[src/rtl/uart_pkg.sv]
// rtl/uart_pkg.sv - shared UART frame constants, FSM state type and parity helper
package uart_pkg;

    localparam int DATA_BITS = 8;

    // Parity convention shared with the transmitter: 0 selects even parity.
    localparam logic PARITY_ODD = 1'b0;

    typedef enum logic [2:0] {
        IDLE      = 3'd0,
        START     = 3'd1,
        DATA      = 3'd2,
        PARITY    = 3'd3,
        STOP      = 3'd4,
        WAIT_IDLE = 3'd5
    } uart_state_t;

    // Expected parity bit for a data byte under the shared convention.
    function automatic logic parity_of(input logic [DATA_BITS-1:0] data);
        return (^data) ^ PARITY_ODD;
    endfunction

endpackage

[src/rtl/uart_rx_sync.sv]
// rtl/uart_rx_sync.sv - two-flop synchronizer for the asynchronous serial line
module uart_rx_sync (
    input  logic clk,
    input  logic reset,
    input  logic serial,
    output logic synced
);

    logic meta;

    // Preset high so reset release looks like an idle line, never a start bit.
    always_ff @(posedge clk or negedge reset) begin
        if (!reset) begin
            meta   <= 1'b1;
            synced <= 1'b1;
        end else begin
            meta   <= serial;
            synced <= meta;
        end
    end

endmodule

[src/rtl/uart_rx.sv]
// rtl/uart_rx.sv - UART receiver: 8 data bits LSB first, even parity, one stop bit
module uart_rx #(
    parameter int CLKS_PER_BIT = 16
) (
    input  logic       clk,
    input  logic       reset,
    input  logic       rx_data_in,
    output logic [7:0] rx_data_out,
    output logic       rx_valid,
    output logic       rx_busy,
    output logic       parity_err,
    output logic       frame_err
);

    import uart_pkg::*;

    localparam int CW = $clog2(CLKS_PER_BIT);
    localparam int BW = $clog2(DATA_BITS);
    localparam logic [CW-1:0] HALF_LAST = CW'(CLKS_PER_BIT / 2 - 1);
    localparam logic [CW-1:0] FULL_LAST = CW'(CLKS_PER_BIT - 1);
    localparam logic [BW-1:0] LAST_BIT  = BW'(DATA_BITS - 1);

    uart_state_t          state, state_next;
    logic                 rx_s;
    logic [CW-1:0]        cnt;
    logic [BW-1:0]        bit_cnt;
    logic [DATA_BITS-1:0] shreg;
    logic                 par_bit;
    logic                 half_tick, full_tick;
    logic                 cnt_clear, shift_en, par_en, stop_en;

    uart_rx_sync u_sync (
        .clk    (clk),
        .reset  (reset),
        .serial (rx_data_in),
        .synced (rx_s)
    );

    assign half_tick = (cnt == HALF_LAST);
    assign full_tick = (cnt == FULL_LAST);
    assign rx_busy   = (state != IDLE);

    // State register.
    always_ff @(posedge clk or negedge reset) begin
        if (!reset) state <= IDLE;
        else        state <= state_next;
    end

    // Next-state decode and per-cycle sampling strobes.
    always_comb begin
        state_next = state;
        shift_en   = 1'b0;
        par_en     = 1'b0;
        stop_en    = 1'b0;
        case (state)
            IDLE:      if (!rx_s) state_next = START;
            START:     if (half_tick) state_next = rx_s ? IDLE : DATA;
            DATA: begin
                if (full_tick) begin
                    shift_en = 1'b1;
                    if (bit_cnt == LAST_BIT) state_next = PARITY;
                end
            end
            PARITY: begin
                if (full_tick) begin
                    par_en     = 1'b1;
                    state_next = STOP;
                end
            end
            STOP: begin
                if (full_tick) begin
                    stop_en    = 1'b1;
                    state_next = rx_s ? IDLE : WAIT_IDLE;
                end
            end
            WAIT_IDLE: if (rx_s) state_next = IDLE;
            default:   state_next = IDLE;
        endcase
        // The bit-period counter restarts on every state change and at each bit boundary.
        cnt_clear = (state_next != state) || full_tick ||
                    (state == IDLE) || (state == WAIT_IDLE);
    end

    // Bit-period counter and data-bit index.
    always_ff @(posedge clk or negedge reset) begin
        if (!reset) begin
            cnt     <= '0;
            bit_cnt <= '0;
        end else begin
            cnt <= cnt_clear ? '0 : cnt + CW'(1);
            if (state == IDLE)  bit_cnt <= '0;
            else if (shift_en)  bit_cnt <= bit_cnt + BW'(1);
        end
    end

    // Shift register, captured parity bit and registered frame-complete outputs.
    always_ff @(posedge clk or negedge reset) begin
        if (!reset) begin
            shreg       <= '0;
            par_bit     <= 1'b0;
            rx_data_out <= 8'h00;
            rx_valid    <= 1'b0;
            parity_err  <= 1'b0;
            frame_err   <= 1'b0;
        end else begin
            rx_valid   <= 1'b0;
            parity_err <= 1'b0;
            frame_err  <= 1'b0;
            if (shift_en) shreg   <= {rx_s, shreg[DATA_BITS-1:1]};
            if (par_en)   par_bit <= rx_s;
            if (stop_en) begin
                rx_data_out <= shreg;
                rx_valid    <= 1'b1;
                parity_err  <= (par_bit != parity_of(shreg));
                frame_err   <= !rx_s;
            end
        end
    end

endmodule

[config.mk]
export PLATFORM = sky130hd
export DESIGN_NAME = uart_rx
export DESIGN_NICKNAME = d
export VERILOG_FILES = /design/src/rtl/uart_pkg.sv /design/src/rtl/uart_rx_sync.sv /design/src/rtl/uart_rx.sv
export SDC_FILE = /design/constraint.sdc
export NUM_CORES = 1
export LEC_CHECK = 0
export CAP_MARGIN = 20
export CORE_ASPECT_RATIO = 0.6
export CORE_MARGIN = 4
export CORE_UTILIZATION = 40
export CTS_CLUSTER_DIAMETER = 30
export CTS_CLUSTER_SIZE = 30
export DETAILED_ROUTE_END_ITERATION = 16
export GPL_TIMING_DRIVEN = 0
export HOLD_SLACK_MARGIN = 0.02
export PLACE_DENSITY = 0.59
export SLEW_MARGIN = 30
export SYNTH_ARGS = -nofsm -noshare
export SYNTH_HDL_FRONTEND = slang
export SYNTH_HIERARCHICAL = 1
export SYNTH_SLANG_ARGS = --single-unit
[constraint.sdc]
create_clock -name clk -period 2.1 [get_ports clk]
set_input_delay 0.315 -clock clk [delete_from_list [all_inputs] [get_ports clk]]
set_output_delay 0.315 -clock clk [all_outputs]
set_load 0.02 [all_outputs]
# Yosys cells after proc, flatten, opt, wreduce, memory -nomap -nowiden

Cells that the tools add are included.
Widths: inputs -> output; s select.

Reduce and logical (&&, ||, !) cells: 8
Mux-type cells: 20
Add/sub/neg operators: 2
Eq/ne operators: 10

Operators with widths:

| cell                | number |
|---|---|
| $mux 3              | 10 |
| $pmux 3 s6          | 1 |
| $eq 3x3->1 const B  | 3 |
| $reduce_xor 8->1    | 1 |
| $mux 1              | 7 |
| $eq 3x2->1 const B  | 2 |
| $add 4x1->4 const B | 1 |
| $eq 4x3->1 const B  | 1 |
| $eq 4x4->1 const B  | 1 |
| $mux 4              | 1 |
| $add 3x1->3 const B | 1 |
| $eq 3x1->1 const B  | 1 |
| $logic_not 3->1     | 1 |
| $logic_or 1x1->1    | 3 |
| $ne 3x3->1          | 1 |
| $reduce_bool 3->1   | 1 |
| $mux 2              | 1 |
| $reduce_bool 2->1   | 1 |
| $logic_not 1->1     | 1 |
| $ne 1x1->1          | 1 |

Output and inout bits: 12
Input port bits: 3
Register bits: 32
Logic and storage cells: 51

# Depth between registers and ports, before layout

Depth in word-level cells: 9
Depth in mapped cells: 6
Depth with buffers taken out: 5

# Cells and area by module

Netlist, hierarchy kept.

By module, submodules not included:

| module       | times used | sequential area each (µm²) | cells each | area each (µm²) |
|---|---|---|---|---|
| uart_rx      | 1          | 750.7                      | 107        | 1387.6 |
| uart_rx_sync | 1          | 52.6                       | 2          | 52.6 |

# Worst setup path after synthesis

No wires, ideal clock.

Path kind: reg-to-reg
Start: register cnt[0]
End: register shreg[1]
Slack: 0.477 ns
Data required time: 1.975 ns
Path buffers: 1
Cell stages (with the launch flop): 6
Clock period less this slack: 1.623 ns
Library setup time: 0.125 ns
Arrival: 1.498 ns
Cell sequence: dfrtp_1 ha_1 nand3_4 nor3b_2 buf_6 mux2_2

Word-level cells in the longest chain between the ends: 3

RTL lines:

| item                     | RTL line       | source |
|---|---|---|
| start: declaration       | uart_rx.sv:25  | `logic [CW-1:0] cnt;` |
| start signal: assignment | uart_rx.sv:90  | `cnt <= cnt_clear ? '0 : cnt + CW'(1);` |
| $eq 4x4->1               | uart_rx.sv:40  | `assign full_tick = (cnt == FULL_LAST);` |
| $mux 1                   | uart_rx.sv:59  | `if (full_tick) begin` |
| $mux 1                   | uart_rx.sv:55  | `case (state)` |
| end signal: assignment   | uart_rx.sv:109 | `if (shift_en) shreg <= {rx_s, shreg[DATA_BITS-1:1]};` |
| end: declaration         | uart_rx.sv:27  | `logic [DATA_BITS-1:0] shreg;` |

No other way between the ends.
A chain may end at the register's enable or synchronous reset.

# Worst setup path in the final report

Start: register state[0]
End: output rx_busy

Word-level cells in the longest chain between the ends: 1

RTL lines:

| item                     | RTL line      | source |
|---|---|---|
| start: declaration       | uart_rx.sv:23 | `uart_state_t state, state_next;` |
| start signal: assignment | uart_rx.sv:46 | `else state <= state_next;` |
| $reduce_bool 3->1        | uart_rx.sv:41 | `assign rx_busy = (state != IDLE);` |
| end: declaration         | uart_rx.sv:10 | `output logic rx_busy,` |

No other way between the ends.

==> flow_summary.json <==
{
  "layout_common_cells": "30 x dfrtp_1, 16 x mux2_2, 12 x clkdlybuf4s50_1",
  "rrSetupSlack_ns": 0.28,
  "dr_total_vias": 888,
  "cts_buffers": 5,
  "synth-edff-count": 0,
  "syn_nets": 115,
  "syn-cell-area_sq_um": 1440,
  "finClkSkew_ns": 0.003296,
  "nets": 138,
  "synthCells": 109,
  "routabilityCongestion": 0.8481,
  "fin_area_sq_um": 1769,
  "crit_fanout": 10,
  "dp_slack_ns": 0.06993,
  "avgSynthCellArea_sq_um": 13.21,
  "start_util": 0.4282,
  "drv_slew": 0,
  "htreeDepth": 2,
  "final_common_cell": "dfrtp_1",
  "io_pins": 15,
  "fp.dieArea_sq_um": 4656,
  "fmax_mhz": 535.3,
  "fp.dieW_um": 85.47,
  "internal_power_mw": 1.155,
  "hold_viol": 0,
  "antenna_cells": 0,
  "p_clk_frac": 0.286,
  "critPathBufInv": 3,
  "cts-root-buf": "clkbuf_8",
  "worst_ep_required_time_ns": 1.78,
  "worstPathArrival_ns": 1.55,
  "crit_chain": "buf_2, nor3_4, inv_1, dlygate4sd2_1",
  "worst_slack_ns": 0.2318,
  "ys_ff_latch": 32,
  "yosysSeqAreaShare": 0.5578,
  "period_minus_slack_ns": 1.868,
  "async_reset_ff_frac": 1.000,
  "final_cells": 178,
  "hpwl_mm": 1.797,
  "grt_pass1_wl_mm": 4.174,
  "routed_wl_mm": 2.507,
  "fp-row-count": 16,
  "seq_power_share": 0.466,
  "grt_max_degree": 26,
  "drc": 0,
  "insertion_delay_ns": 0.28,
  "clockBufferDepth": 2,
  "post-route-period-util": 0.8896,
  "clkSinkCount": 32,
  "antenna_found_initial": 0,
  "track_usage": 0.1235,
  "cts_setup_buffers": 0,
  "post-place-cells": 169,
  "ys.flop_type": "dfrtp_1",
  "die_height_um": 54.48,
  "cpPeakStageDelay_ns": 0.46,
  "path_clk_slew_ns": 0.06,
  "wl_per_cell_um": 14.08,
  "rsz0062_at_grt": "false",
  "synth_cell_type_count": 34,
  "grt_pass1_vias": 881,
  "portBuffers": 14,
  "cap_violations": 0,
  "setup_tns_ns": 0,
  "crit_slowest_cell": "dfrtp_1",
  "vias_per_cell": 4.989,
  "seq_area_sq_um": 803.3,
  "p_leak_nw": 0.8305,
  "worst_slew_pin_slew_ns": 0.4975,
  "critPathTopFamily": "buffers and inverters",
  "core_sq_um": 3363,
  "timing.hold.ws_ns": 0.3550,
  "multi_input_area_sq_um": 608.1,
  "startpoint_type": "flip-flop",
  "combPwrFrac": 0.248,
  "grt-ovfl-total": 0,
  "yosys_warnings": 6,
  "end_kind": "output port",
  "fillers": 288,
  "drt_iter0_markers": 33,
  "areaGrowthSynthToFinish_pct": 22.85,
  "drive_gt1_frac": 0.2632,
  "outcome": "completed",
  "setup_viol": 0,
  "cts_tree": "built",
  "critPathKind": "reg2out",
  "relSlewSlack": 0.6673,
  "vdd.ir_drop.worst_mv": 0.5011,
  "switching_share": 0.3025,
  "placed_area_sq_um": 1659,
  "drtPass1Iterations": 4,
  "antenna_left": 0,
  "hold_path.class": "reg2reg",
  "p_sw_uw": 500.9,
  "power.density_nw_per_um2": 935.9
}
-- through the flow --
| stage | total power [mW] | utilization |
|---|---|---|
| global placement | 1.161 | 0.4866 |
| detailed placement | 1.181 | 0.4933 |
| finish | 1.656 | 0.5260 |
| floorplan | 1.072 | - |
| global route | 1.759 | 0.5260 |
| CTS | 1.675 | 0.5260 |
-- cells in the mapped netlist (all sizes together), types with 2 or more instances --
| master | n | share of area |
|---|---|---|
| xnor2 | 6 | 0.036 |
| o21ai | 3 | 0.010 |
| nand3 | 2 | 0.016 |
| and3 | 3 | 0.013 |
| dfstp | 2 | 0.036 |
| nor3 | 2 | 0.015 |
| nor2 | 8 | 0.021 |
| nand2 | 3 | 0.0078 |
| a211oi | 3 | 0.016 |
| buf | 4 | 0.020 |
| mux2i | 2 | 0.014 |
| mux2 | 16 | 0.13 |
| a21oi | 3 | 0.010 |
| ha | 3 | 0.026 |
| dfrtp | 30 | 0.52 |
| xor2 | 2 | 0.012 |
| inv | 3 | 0.0078 |
| nand2b | 2 | 0.0087 |
-- metal layers --
metal / up-vias / GRT usage / routed length, um
met1: 431 / 0.1676 / 1322
met4: 0 / 0.04737 / 19
met2: 20 / 0.1778 / 1038
met5: - / 0 / 0
met3: 4 / 0.04962 / 127
li1: 433 / - / -
-- power groups by stage --
stage	Sequential [mW]	Clock, mW	Combinational, mW
detailed placement	0.781	0	0.400
floorplan	0.763	0	0.309
global route	0.782	0.525	0.452
global placement	0.778	0	0.383
CTS	0.770	0.491	0.414
finish	0.771	0.473	0.411
-- cell families (layout without fill, tap and decap cells) --
group	Yosys count	in the layout	synth area share
flops	32	32	0.5578
compound gates	14	14	0.06950
xor+xnor	9	9	0.06429
fa+ha+maj	3	3	0.02607
mux	18	18	0.1390
buf+inv	7	31	0.02780
simple gates	26	26	0.1156
-- worst paths after layout --
kind / start / end / cells after the start
setup reg to reg: cnt[0] / shreg[3] / 5
hold reg to reg: u_sync/meta / u_sync/synced / 0
hold / removal: u_sync/meta / u_sync/synced / 0
min in group asynchronous: reset / cnt[1] / 2
max in group asynchronous: reset / u_sync/synced / 3
setup / recovery: state[0] / rx_busy / 4
-- state kept, by name (all words and copies together), names as in the netlist --
signal         cells
rx_data_out        8
shreg              8
cnt                4
bit_cnt            3
state              3
frame_err          1
par_bit            1
parity_err         1
rx_valid           1
u_sync/meta        1
u_sync/synced      1
-- final cells by class --
cell class                 count  share of cell area
sequential                    32              0.4540
multi-input combinational     70              0.3437
timing repair buffer          16             0.09689
clock buffer                   8             0.05092
tap                           45             0.03182
buffer                         4             0.01627
inverter                       3            0.006365
-- repair_timing --
item	CTS	global route
hold endpoints to repair	7	0
setup endpoints to repair	1	0
resized for setup	3	0
hold buffers	1	0
Note: power is estimated with default switching activity, not from simulation.
